**src/rtl/vfd_pwm_gen.sv**
```systemverilog
// -----------------------------------------------------------------------------
// vfd_pwm_gen
//
// Purpose
//   Turns the 8-bit period code coming from hmi_top into the board PWM output
//   that drives the VFD filament/boost stage. All timing is counted in ticks of
//   the 1 us strobe pluse_us. A new period value is only picked up at a period
//   boundary, so the output never produces a shortened or stretched pulse when
//   the requested period changes.
//
//   High time is floor(P/2) us and low time is P - floor(P/2) us, so an odd
//   period puts the extra microsecond in the low phase.
//
// Optional feature (compile-time macro)
//   VFD_PWM_SOFTSTART_EN : when defined, the first period after leaving IDLE has
//     a 1 us high time. Each following boundary raises the high time by 1 us
//     until it reaches freq>>1. A lower target is applied at once. The period
//     itself is not affected. When the macro is undefined, the high time is
//     always freq>>1.
//
// Parameters
//   FW          width of freq and of the internal counters
//   MIN_PERIOD  smallest period (us) that is run; smaller codes keep pwm off
//
// Ports
//   clk_sys      in   1   system clock
//   rst_n        in   1   asynchronous active-low reset
//   pluse_us     in   1   single-cycle strobe, once per microsecond
//   en           in   1   run enable
//   freq         in   FW  requested period in us
//   pwm          out  1   PWM output (registered)
//   active       out  1   high while the generator is not IDLE (registered)
//   period_done  out  1   one-cycle pulse at the end of each completed period
// -----------------------------------------------------------------------------
module vfd_pwm_gen #(
  parameter int FW         = 8,
  parameter int MIN_PERIOD = 2
) (
  input  logic          clk_sys,
  input  logic          rst_n,
  input  logic          pluse_us,
  input  logic          en,
  input  logic [FW-1:0] freq,
  output logic          pwm,
  output logic          active,
  output logic          period_done
);

  localparam logic [FW-1:0] ONE   = FW'(1);
  localparam logic [FW-1:0] ZERO  = '0;
  localparam logic [FW-1:0] MIN_P = FW'(MIN_PERIOD);

  typedef enum logic [1:0] {
    S_IDLE = 2'd0,
    S_HIGH = 2'd1,
    S_LOW  = 2'd2
  } state_t;

  state_t        r_state;
  state_t        w_state_nxt;

  logic [FW-1:0] r_cnt;
  logic [FW-1:0] r_per;
  logic [FW-1:0] r_hi;
  logic          r_pwm;
  logic          r_active;
  logic          r_done;

  logic [FW-1:0] w_cnt_nxt;
  logic [FW-1:0] w_per_nxt;
  logic [FW-1:0] w_hi_nxt;
  logic          w_done_nxt;
  logic          w_pwm_nxt;
  logic          w_active_nxt;

  logic          w_go;
  logic [FW-1:0] w_cnt_inc;
  logic [FW-1:0] w_hi_tgt;
  logic [FW-1:0] w_hi_start;
  logic [FW-1:0] w_hi_reload;

  // Run request as seen on the tick: enabled and a period long enough to split.
  assign w_go      = en && (freq >= MIN_P);
  assign w_cnt_inc = r_cnt + ONE;
  assign w_hi_tgt  = freq >> 1;

`ifdef VFD_PWM_SOFTSTART_EN
  // Start from a 1 us pulse and creep up by 1 us per period. If the target
  // drops below the current value, jump straight down to it.
  assign w_hi_start  = ONE;
  assign w_hi_reload = (r_hi < w_hi_tgt) ? (r_hi + ONE) : w_hi_tgt;
`else
  assign w_hi_start  = w_hi_tgt;
  assign w_hi_reload = w_hi_tgt;
`endif

  // ---------------------------------------------------------------------------
  // State register: every control and counter flop, async reset
  // ---------------------------------------------------------------------------
  always_ff @(posedge clk_sys or negedge rst_n) begin
    if (!rst_n) begin
      r_state  <= S_IDLE;
      r_cnt    <= ZERO;
      r_per    <= ZERO;
      r_hi     <= ZERO;
      r_pwm    <= 1'b0;
      r_active <= 1'b0;
      r_done   <= 1'b0;
    end else begin
      r_state  <= w_state_nxt;
      r_cnt    <= w_cnt_nxt;
      r_per    <= w_per_nxt;
      r_hi     <= w_hi_nxt;
      r_pwm    <= w_pwm_nxt;
      r_active <= w_active_nxt;
      r_done   <= w_done_nxt;
    end
  end

  // ---------------------------------------------------------------------------
  // Next-state logic: only a pluse_us cycle advances anything
  // ---------------------------------------------------------------------------
  always_comb begin
    w_state_nxt = r_state;
    w_cnt_nxt   = r_cnt;
    w_per_nxt   = r_per;
    w_hi_nxt    = r_hi;
    w_done_nxt  = 1'b0;

    if (pluse_us) begin
      unique case (r_state)
        S_IDLE: begin
          if (w_go) begin
            w_per_nxt   = freq;
            w_hi_nxt    = w_hi_start;
            w_cnt_nxt   = ZERO;
            w_state_nxt = S_HIGH;
          end
        end

        S_HIGH: begin
          w_cnt_nxt = w_cnt_inc;
          if (w_cnt_inc == r_hi) begin
            w_state_nxt = S_LOW;
          end
        end

        S_LOW: begin
          w_cnt_nxt = w_cnt_inc;
          if (w_cnt_inc == r_per) begin
            // Period boundary: this is the only point where freq/en are
            // allowed to change what the output does.
            w_done_nxt = 1'b1;
            w_cnt_nxt  = ZERO;
            if (w_go) begin
              w_per_nxt   = freq;
              w_hi_nxt    = w_hi_reload;
              w_state_nxt = S_HIGH;
            end else begin
              w_state_nxt = S_IDLE;
            end
          end
        end

        default: begin
          w_state_nxt = S_IDLE;
          w_cnt_nxt   = ZERO;
        end
      endcase
    end
  end

  // ---------------------------------------------------------------------------
  // Output decode: outputs are registered alongside the state, so they are
  // decoded from the next state
  // ---------------------------------------------------------------------------
  always_comb begin
    w_pwm_nxt    = (w_state_nxt == S_HIGH);
    w_active_nxt = (w_state_nxt != S_IDLE);
  end

  assign pwm         = r_pwm;
  assign active      = r_active;
  assign period_done = r_done;

endmodule

```
**config.mk**
```make
export PLATFORM = sky130hd
export DESIGN_NAME = vfd_pwm_gen
export DESIGN_NICKNAME = d
export VERILOG_FILES = /design/src/rtl/vfd_pwm_gen.sv
export SDC_FILE = /design/constraint.sdc
export NUM_CORES = 1
export LEC_CHECK = 0
export BUFFER_PORTS_ARGS = -buffer_cell sky130_fd_sc_hd__clkbuf_2
export CORE_AREA = 2 2 62 64
export DETAILED_ROUTE_END_ITERATION = 10
export DIE_AREA = 0 0 64 66
export GPL_TIMING_DRIVEN = 0
export MAX_ROUTING_LAYER = met4
export PLACE_DENSITY_LB_ADDON = 0.2
export SLEW_MARGIN = 15
export SYNTH_ARGS = -nofsm -noshare
export SYNTH_HDL_FRONTEND = slang
export SYNTH_SLANG_ARGS = --single-unit
```
**constraint.sdc**
```tcl
create_clock -name clk_sys -period 3.65 [get_ports clk_sys]
set_clock_uncertainty 0.15 [all_clocks]
set_input_delay 0.5475 -clock clk_sys [delete_from_list [all_inputs] [get_ports clk_sys]]
set_output_delay 0.5475 -clock clk_sys [all_outputs]
set_load 0.005 [all_outputs]
```
==> qor.csv, run 1 <==
stage,metric,value,unit
route,Detail Route Antenna Nets,0,
grt,vias in the first global route,1203,
critical_path,worst setup path class,reg2reg,
route,DR iter-0 viols,54,
yosys,simple-gate share of the synthesized area,0.174,
yosys,Synth Area in Compound Gates,0.225,
placed_design,placed inst area,0.00165,mm²
yosys,synth top area cells,"dfrtp_1 (35%), xnor2_1 (6.3%), mux2_2 (5.9%), ha_1 (4.1%), nand2_1 (3.7%)",
yosys,Synth Cell Area,0.00152,mm²
grt,Total Routing Usage GR,0.174,
clock_tree,clk sink count,21,
sta,min cycle time layout,3.04,ns
placed_design,Detail Placement HPWL,2600,µm
power,peak supply drop,343,µV
route,via count,1292,
yosys,Yosys warnings,0,
yosys,Post-Synthesis Cells,159,
yosys,post-synthesis register bit count,21,
die,initial core utilization,0.428,
yosys,Post-synth EDFFs,0,
die,core footprint,0.00355,mm²
sta,slew margin rel.,0.651,
yosys,Synth top area share,0.345,
layout,antenna cells,0,
critical_path,CP Capture Type,register,
clock_tree,hold buffers post-CTS,0,
route,drc violations,0,
grt,grt total ovfl,0,
die,Die Y,66,µm
job,MaxCap Viol Count,0,
clock_tree,CTS Root Cell,clkbuf_4,
layout,post-route cell area,0.00168,mm²
critical_path,crit path DAT,3.10,ns
sta,fin. max-slew vios,0,
clock_tree,Max Buffers Root-to-Sink,2,
sta,Tcrit/Tclk final,0.833,
yosys,adder-cell share of the synthesized area,0.0411,
clock_tree,"Setup Fix Bufs, Post-CTS",0,
grt,first-pass GRT wire length,5520,µm
die,die area,0.00422,mm²
outcome,status,"complete, no violations",
clock_tree,H-tree levels,1,
clock_tree,CTS tree,built,
yosys,main combinational cell family by area after synthesis,compound AO/OA/AOI/OAI gates,
route,per-cell routed wire length,14.9,µm
hold_path,Worst Hold Class,in2async,
layout,layout cells sized above 1,0.226,
die,Top Ports,15,
die,FP Rows,22,
sta,Slew @ Worst Pin,0.518,ns
yosys,Synth area leader,dfrtp_1,
route,vias per cell,5.74,
yosys,"Async S/R FF share, synth",1.00,
clock_tree,cts bufs inserted,3,
clock_tree,Clock Latency Late Sink,0.32,ns
yosys,"Net Count, Synth",176,
sta,Fin. Hold Viols,0,
layout,P&R area growth vs syn,10.4,%
route,drt first pass iters,5,
sta,final setup violation count,0,
yosys,"Avg Cell Area, Syn",9.57,µm²
grt,initial antenna violation count,0,
clock_tree,Clock transition at path regs,0.13,ns
sta,unrepaired setup endpoints after global routing,false,
yosys,Post-Synth XOR/XNOR Area,0.0979,
yosys,Yosys cell types,50,
critical_path,Startpoint Class,register,
power,PD cells,653,mW/mm²
critical_path,crit-path max FO,10,
clock_tree,post-CTS sizing,0,
die,Die X,64,µm
route,WL final,3350,µm
placed_design,Final GP Congestion,0.915,
grt,pin count of the biggest net entering global routing,22,
power,Pleak,0.000686,µW
sta,Setup TNS,0,ns
layout,Filler Cells Inserted,354,
layout,Layout Nets,195,
yosys,sequential share of the synthesized area,0.345,
yosys,mux cell area share after synthesis,0.0592,
critical_path,"Req. time, crit path",3.71,ns
sta,maximum achievable frequency,329,MHz
placed_design,IO buf count,14,
yosys,ys flop type,dfrtp_1,
[Yosys cell counts (5+ instances only)]
cell,n
mux2_2,8
o21ai_0,8
xnor2_1,11
nor3_1,5
xor2_1,6
a21oi_1,5
nand2_1,15
o311ai_0,5
dfrtp_1,21
inv_1,7
ha_1,5
[worst paths after layout]
check	start	endpoint	slack, ns	cells past startpoint
worst max-delay path	r_cnt[1]$_DFFE_PN0P_	r_per[7]$_DFFE_PN0P_	0.61	9
worst min-delay path	rst_n	r_cnt[2]$_DFFE_PN0P_	0.03	1
worst max register to register	r_cnt[1]$_DFFE_PN0P_	r_per[7]$_DFFE_PN0P_	0.61	9
worst min register to register	r_per[0]$_DFFE_PN0P_	r_per[0]$_DFFE_PN0P_	0.40	1
max in group asynchronous	rst_n	active$_DFF_PN0_	2.97	1
min in group clk_sys	freq[0]	r_per[0]$_DFFE_PN0P_	0.31	2
[power breakdown]
part           internal, µW  switching [µW]
sequential              311            63.5
combinational           274             328
clock                  41.0            78.6
total                   626             470
[critical path: stages, from the launching register on]
cell	delay, ns
dfrtp_1	0.44
ha_1	0.33
nand3_2	0.23
o21a_1	0.23
a311oi_1	0.20
o211ai_1	0.22
o21a_1	0.24
buf_6	0.14
nor3_4	0.38
mux2_2	0.38
[state kept, by name (all words and copies together) (netlist names)]
signal	cells
r_cnt	8
r_per	8
r_state	2
active	1
period_done	1
pwm	1
[per-stage QoR]
| step | utilization | instances | total power (µW) | setup WS [ns] | hold WS (ns) |
|---|---|---|---|---|---|
| global placement | 0.465 | 221 | 954 | 0.704 | 0.365 |
| floorplan | - | 159 | 841 | 0.998 | 0.102 |
| global route | 0.473 | 225 | 1190 | 0.406 | 0.0471 |
| CTS | 0.473 | 225 | 1100 | 0.626 | 0.0513 |
| detailed placement | 0.465 | 221 | 978 | 0.660 | 0.375 |
| finish | 0.473 | 225 | 1100 | 0.608 | 0.0263 |
[cells in the final DEF (no fill, tap or decap), drive strengths merged, types with 7 or more instances in the layout]
master,synthesis,layout
mux2,8,8
dfrtp,21,21
clkbuf,3,20
xnor2,11,11
inv,7,7
o21ai,9,9
nand2,15,15
buf,8,8
[final cells by class]
class | count | area, µm² | share of cell area
buffer | 11 | 61.3 | 0.0365
clock buffer | 3 | 22.5 | 0.0134
clock inverter | 1 | 5.00 | 0.00298
inverter | 7 | 26.3 | 0.0156
multi-input combinational | 120 | 908 | 0.541
sequential | 21 | 526 | 0.313
tap | 48 | 60.1 | 0.0358
timing repair buffer | 14 | 70.1 | 0.0417
[per-layer routing]
| metal | vias up | share of wire | track usage |
|---|---|---|---|
| li1 | 624 | - | - |
| met1 | 620 | 0.43 | 0.214 |
| met2 | 46 | 0.51 | 0.299 |
| met3 | 2 | 0.052 | 0.0170 |
| met4 | 0 | 0.0033 | 0.0625 |
| met5 | - | 0 | - |
[logic make-up after synthesis]
family          after synthesis
mux                           8
compound gates               46
xor+xnor                     17
simple gates                 44
buf+inv                      18
flops                        21
fa+ha+maj                     5
No activity file was read; power rests on OpenSTA's default activity.
==> run 2: changes to the inputs <==
--- a/config.mk
+++ b/config.mk
@@ -5,10 +5,11 @@
 export SDC_FILE = /design/constraint.sdc
 export NUM_CORES = 1
 export LEC_CHECK = 0
+export ABC_AREA = 1
 export BUFFER_PORTS_ARGS = -buffer_cell sky130_fd_sc_hd__clkbuf_2
-export CORE_AREA = 2 2 62 64
+export CORE_AREA = 2 2 63 65
 export DETAILED_ROUTE_END_ITERATION = 10
-export DIE_AREA = 0 0 64 66
+export DIE_AREA = 0 0 65 67
 export GPL_TIMING_DRIVEN = 0
 export MAX_ROUTING_LAYER = met4
 export PLACE_DENSITY_LB_ADDON = 0.2
==> constraint.sdc (replaced) <==
create_clock -name clk_sys -period 2.9 [get_ports clk_sys]
set_clock_uncertainty 0.15 [all_clocks]
set_input_delay 0.435 -clock clk_sys [delete_from_list [all_inputs] [get_ports clk_sys]]
set_output_delay 0.435 -clock clk_sys [all_outputs]
set_load 0.005 [all_outputs]
==> run 2 against run 1 <==
  * The run now ends with hold timing left
  * Sequential cell count unchanged
  * Utilization rose by 1.4 points
  * Sequential share of layout area down 1.4 points
  * Cell count up 26%
  * Non-clock buffer count shrank 8
  * Sequential power increased by 23%
  * Critical path type unchanged
==> qor.csv, run 2 <==
stage,metric,value,unit
clock_tree,cts bufs inserted,3,
placed_design,Detail Placement HPWL,2500,µm
sta,maximum achievable frequency,428,MHz
yosys,cell with the most instances after synthesis,nand2_1,
critical_path,"Req. time, crit path",2.90,ns
grt,vias in the first global route,1254,
grt,grt total ovfl,0,
yosys,"Async S/R FF share, synth",1.00,
yosys,sequential share of the synthesized area,0.333,
layout,total area of sequential cells,526,µm²
layout,"commonest non-fill, non-tap cell in the layout",nand2_1,
grt,Total Routing Usage GR,0.175,
outcome,failing checks,hold timing,
yosys,post-synthesis register bit count,21,
sta,fin. max-slew vios,0,
grt,initial antenna violation count,0,
clock_tree,CTS tree,built,
clock_tree,hold buffers post-CTS,0,
critical_path,worst setup path class,reg2reg,
placed_design,placed inst area,0.00171,mm²
layout,Filler Cells Inserted,375,
die,core footprint,0.00361,mm²
route,DR iter-0 viols,59,
yosys,Post-synth EDFFs,0,
yosys,Yosys cell types,27,
layout,multi-input logic area,897,µm²
layout,antenna cells,0,
route,drt first pass iters,4,
clock_tree,clk sink count,21,
clock_tree,Clock transition at path regs,0.08,ns
yosys,Yosys warnings,0,
critical_path,crit-path max FO,10,
route,WL final,3160,µm
outcome,status,"finished, violations left",
grt,pin count of the biggest net entering global routing,22,
critical_path,CP Capture Type,register,
yosys,ys flop type,dfrtp_1,
sta,final setup violation count,0,
die,Die X,65,µm
yosys,"Net Count, Synth",235,
yosys,Synth area leader,dfrtp_1,
power,Pleak,0.000871,µW
critical_path,CP peak stage delay,0.42,ns
die,die area,0.00436,mm²
route,via count,1407,
die,Die Y,67,µm
sta,Setup TNS,0,ns
sta,Fin. Hold Viols,20,
placed_design,cell total after placement,280,
clock_tree,CTS Root Cell,clkbuf_8,
sta,unrepaired setup endpoints after global routing,false,
critical_path,most used cell along the critical path,nand2_1,
placed_design,Final GP Congestion,0.840,
sta,slew margin rel.,0.434,
critical_path,Startpoint Class,register,
clock_tree,"Setup Fix Bufs, Post-CTS",0,
die,Top Ports,15,
layout,biggest regs,"r_cnt (8), r_per (8), r_state (2)",
yosys,Synth Cell Area,0.00158,mm²
job,MaxCap Viol Count,0,
layout,Layout Nets,254,
clock_tree,Max Buffers Root-to-Sink,2,
sta,hold_ws,-0.00763,ns
yosys,"Avg Cell Area, Syn",7.25,µm²
route,drc violations,0,
power,PD cells,703,mW/mm²
die,initial core utilization,0.438,
sta,Tcrit/Tclk final,0.806,
clock_tree,H-tree levels,1,
layout,most frequent cells in the layout,"nand2_1 (58), inv_1 (34), nand3_1 (29)",
sta,Slew @ Worst Pin,0.850,ns
critical_path,crit path DAT,2.34,ns
yosys,Post-Synthesis Cells,218,
clock_tree,Clock Latency Late Sink,0.26,ns
layout,P&R area growth vs syn,11.1,%
layout,layout cells sized above 1,0.195,
yosys,Synth top area share,0.333,
layout,fin cells,284,
placed_design,IO buf count,14,
die,FP Rows,22,
yosys,Synth top cells by count,"nand2_1 (58), inv_1 (34), nand3_1 (29), dfrtp_1 (21), nor2_1 (12)",
clock_tree,post-CTS sizing,0,
sta,min cycle time layout,2.34,ns
hold_path,Worst Hold Class,in2async,
yosys,synth top area cells,"dfrtp_1 (33%), nand2_1 (14%), nand3_1 (9.2%), inv_1 (8.1%), o21ai_2 (4.4%)",
grt,first-pass GRT wire length,5760,µm
route,Detail Route Antenna Nets,0,
layout,post-route cell area,0.00176,mm²
critical_path,critical path cell sequence,ha_1 -> nand2_1 -> nand2_1 -> nand2_1 -> nand2_1 -> nor2_1 -> nand2_1 -> nor2_2 -> nand3_2 -> nand2_2 -> o2111ai_4 -> buf_6 -> nand2_2 -> o21ai_2,
route,per-cell routed wire length,11.1,µm
route,vias per cell,4.95,
power,peak supply drop,389,µV
critical_path,CP max stage cell,dfrtp_1,
run 2: changes by cell type after synthesis, moves of 8 or more:
cell / before / now
inv_1: 7 / 34
nand2_1: 15 / 58
o21ai_2: 0 / 8
nor2_1: 3 / 12
xnor2_1: 11 / 2
nand3_1: 3 / 29
mux2_2: 8 / 0
run 2: path summary, 6_finish.rpt:
| path | slack, ns | to | cells past startpoint | from |
|---|---|---|---|---|
| hold reg to reg | 0.37 | r_per[0]$_DFFE_PN0P_ | 2 | r_per[0]$_DFFE_PN0P_ |
| min in group clk_sys | 0.26 | r_per[0]$_DFFE_PN0P_ | 3 | freq[0] |
| setup / recovery | 0.56 | r_per[6]$_DFFE_PN0P_ | 14 | r_cnt[1]$_DFFE_PN0P_ |
| hold / removal | -0.008 | r_cnt[2]$_DFFE_PN0P_ | 1 | rst_n |
| setup reg to reg | 0.56 | r_per[6]$_DFFE_PN0P_ | 14 | r_cnt[1]$_DFFE_PN0P_ |
| max in group asynchronous | 2.25 | pwm$_DFF_PN0_ | 1 | rst_n |
run 2: cell families after synthesis:
logic type,Yosys count,share of synthesized area
DFF,21,0.333
adders and majority gates,5,0.0396
xor gates and xnor gates,4,0.0222
AOI/OAI and AO/OA,24,0.119
muxes,1,0.00633
and+or+nand+nor,125,0.381
buffers and inverters,38,0.0998
run 2: worst max-delay path, delay by kind of cell, from the launching register on:
kind / cells / cell delay [ns]
AO/OA/AOI/OAI: 2 / 0.20
adder cells (fa/ha/maj): 1 / 0.27
buffers and inverters: 1 / 0.20
flip-flops: 1 / 0.42
AND/OR/NAND/NOR: 10 / 0.98
run 2: final cells by class:
cell class                      count  area share
Clock buffer                        4      0.0257
Tap cell                           48      0.0342
Multi-Input combinational cell    159       0.511
Timing Repair Buffer               14      0.0399
Inverter                           35      0.0748
Sequential cell                    21       0.299
Buffer                              3      0.0150
run 2: metal layers:
| layer | track usage | up-vias | routed length, µm |
|---|---|---|---|
| met5 | - | - | 0 |
| met4 | 0.0319 | 0 | 22 |
| met3 | 0.0304 | 2 | 91 |
| met2 | 0.267 | 25 | 1410 |
| met1 | 0.247 | 637 | 1630 |
| li1 | - | 743 | - |
run 2: metrics by stage:
stage          utilization  setup slack (ns)  hold WS [ns]  total power, µW
2_1_floorplan            -             0.856       -0.0106              919
3_3_place_gp         0.474             0.552         0.306             1040
3_5_place_dp         0.474             0.574         0.302             1050
4_1_cts              0.487             0.565        0.0188             1250
5_1_grt              0.487             0.327        0.0406             1360
6_report             0.487             0.563      -0.00763             1230
run 2: where the power goes:
| part | switching, µW | internal, µW |
|---|---|---|
| sequential | 85.6 | 376 |
| combinational | 332 | 246 |
| clock | 96.2 | 97.8 |
| total | 514 | 720 |
==> run 3: changes to the inputs <==
--- a/config.mk
+++ b/config.mk
@@ -5,11 +5,11 @@
 export SDC_FILE = /design/constraint.sdc
 export NUM_CORES = 1
 export LEC_CHECK = 0
-export ABC_AREA = 1
+export ABC_AREA = 0
 export BUFFER_PORTS_ARGS = -buffer_cell sky130_fd_sc_hd__clkbuf_2
-export CORE_AREA = 2 2 63 65
+export CORE_AREA = 2 2 62 64
 export DETAILED_ROUTE_END_ITERATION = 10
-export DIE_AREA = 0 0 65 67
+export DIE_AREA = 0 0 64 66
 export GPL_TIMING_DRIVEN = 0
 export MAX_ROUTING_LAYER = met4
 export PLACE_DENSITY_LB_ADDON = 0.2
==> constraint.sdc (replaced) <==
create_clock -name clk_sys -period 2.4 [get_ports clk_sys]
set_clock_uncertainty 0.15 [all_clocks]
set_input_delay 0.36 -clock clk_sys [delete_from_list [all_inputs] [get_ports clk_sys]]
set_output_delay 0.36 -clock clk_sys [all_outputs]
set_load 0.005 [all_outputs]
==> run 3 against run 2 <==
  * The flow finishes with violations (setup timing)
  * Worst hold slack improved by 0.13 ns
  * Clock-buffer cell count unchanged
  * Critical endpoint unchanged
  * Fmax decreased by 11%
  * Power increased by 68%
  * Design area increased by 17%
  * Register-to-register slack got worse by 0.79 ns
==> qor.csv, run 3 (synthesis results as in run 1) <==
stage,metric,value,unit
placed_design,cell total after placement,221,
power,peak supply drop,544,µV
layout,most frequent cells in the layout,"dfrtp_1 (20), buf_4 (15), nand2_1 (15)",
grt,Total Routing Usage GR,0.195,
die,die area,0.00422,mm²
clock_tree,clk sink count,21,
route,drt first pass iters,5,
power,PD cells,1010,mW/mm²
layout,layout cells sized above 1,0.394,
clock_tree,H-tree levels,1,
layout,"commonest non-fill, non-tap cell in the layout",dfrtp_1,
sta,fin. max-slew vios,0,
route,drc violations,0,
clock_tree,Max Buffers Root-to-Sink,2,
route,Detail Route Antenna Nets,0,
sta,post-route setup slack,-0.229,ns
route,DR iter-0 viols,32,
die,FP Rows,22,
sta,Fin. Hold Viols,0,
die,Top Ports,15,
placed_design,Final GP Congestion,0.858,
layout,Layout Nets,211,
grt,grt total ovfl,0,
clock_tree,CTS Root Cell,clkbuf_4,
layout,antenna cells,0,
sta,unrepaired setup endpoints after global routing,true,
layout,fin cells,241,
critical_path,worst setup path class,reg2reg,
power,Pleak,0.000831,µW
critical_path,Startpoint Class,register,
critical_path,reg2reg start,r_cnt[0]$_DFFE_PN0P_,
route,vias per cell,5.69,
critical_path,"Req. time, crit path",2.45,ns
layout,P&R area growth vs syn,35.4,%
outcome,failing checks,setup timing,
placed_design,IO buf count,14,
grt,initial antenna violation count,0,
route,WL final,3760,µm
sta,Tcrit/Tclk final,1.10,
sta,slew margin rel.,0.642,
clock_tree,cts bufs inserted,3,
grt,pin count of the biggest net entering global routing,22,
sta,final setup violation count,18,
clock_tree,CTS tree,built,
route,per-cell routed wire length,15.6,µm
route,WL met2,1800,µm
clock_tree,Clock transition at path regs,0.13,ns
hold_path,Worst Hold Class,in2reg,
grt,first-pass GRT wire length,6350,µm
layout,biggest regs,"r_cnt (8), r_per (8), r_state (2)",
die,Die Y,66,µm
critical_path,CP Capture Type,register,
power,total power,2080,µW
grt,vias in the first global route,1309,
route,met3 WL,122,µm
critical_path,Reg2Reg Setup Slack,-0.23,ns
route,via count,1371,
critical_path,Setup crit end,r_per[6]$_DFFE_PN0P_,
die,initial core utilization,0.428,
sta,maximum achievable frequency,380,MHz
critical_path,CP Launch Point,r_cnt[0]$_DFFE_PN0P_,
sta,Setup TNS,-2.54,ns
sta,min cycle time layout,2.63,ns
critical_path,crit-path max FO,8,
job,MaxCap Viol Count,0,
die,core footprint,0.00355,mm²
die,Die X,64,µm
critical_path,FF-to-FF path depth,9,
critical_path,worst r2r dst,r_per[6]$_DFFE_PN0P_,
clock_tree,Clock Latency Late Sink,0.32,ns
sta,Slew @ Worst Pin,0.538,ns
route,Top Metal Used,met4,
outcome,status,"finished, violations left",
critical_path,crit path DAT,2.68,ns
route,wl on met1,1770,µm
placed_design,Detail Placement HPWL,2560,µm
==> run 3: cell count changes in the layout (fill, tap and decap cells not counted), sizes merged, moves of 6 or more <==
cell    delta
nand2     -48
xnor2      +9
nand3     -31
mux2       +8
nor2      -15
o22ai      -6
buf       +20
inv       -27
o311ai     +6
==> run 3: stage by stage <==
step	setup slack (ns)	hold WS, ns	area, µm²	utilization
detailed placement	-0.378	0.212	1670	0.471
finish	-0.229	0.120	2060	0.580
CTS	-0.209	0.119	2010	0.565
global route	-0.287	0.128	2060	0.580
global placement	-0.324	0.209	1670	0.471
floorplan	-0.0846	-0.0856	1540	-
==> run 3: area by class of cell <==
cell class	instances	area [µm²]
Inverter	7	26.3
Tap cell	48	60.1
Multi-Input combinational cell	120	1130
Clock buffer	4	26.3
Timing Repair Buffer	33	243
Fill cell	294	1490
Sequential cell	21	527
Buffer	8	51.3
==> run 3: critical path, cell delays in order (launching register included) <==
cell and delay (ns):
dfrtp_1 0.43, buf_6 0.15, and4_4 0.24, nand3_2 0.13, xor2_1 0.30, o211ai_1 0.16
o21a_2 0.30, nor3_4 0.19, buf_12 0.17, mux2_4 0.30
==> run 3: metal layers <==
metal,track usage,vias to the layer above
met5,-,-
met1,0.267,670
li1,-,660
met4,0.0679,0
met2,0.305,34
met3,0.0153,7
==> run 3: timing repair <==
item | in CTS | in global routing
setup endpoints to repair | 18 | 20
pin swaps | 14 | 14
hold buffers | 1 | 0
hold endpoints to repair | 21 | 0
buffers inserted | 18 | 4
resized for setup | 36 | 17
==> run 3: report_power, final <==
group / internal [µW] / switching (µW) / total, µW
clock network: 65.0 / 114 / 179
registers: 474 / 139 / 613
logic: 666 / 620 / 1290
==> run 3: how the worst min path moves through the flow <==
stage	start	to	cells past startpoint
finish	freq[0]	r_per[0]$_DFFE_PN0P_	2
global route	freq[2]	r_per[2]$_DFFE_PN0P_	2
CTS	freq[0]	r_per[0]$_DFFE_PN0P_	2
detailed placement	rst_n	r_cnt[2]$_DFFE_PN0P_	1
global placement	rst_n	r_cnt[2]$_DFFE_PN0P_	1
floorplan	rst_n	active$_DFF_PN0_	0
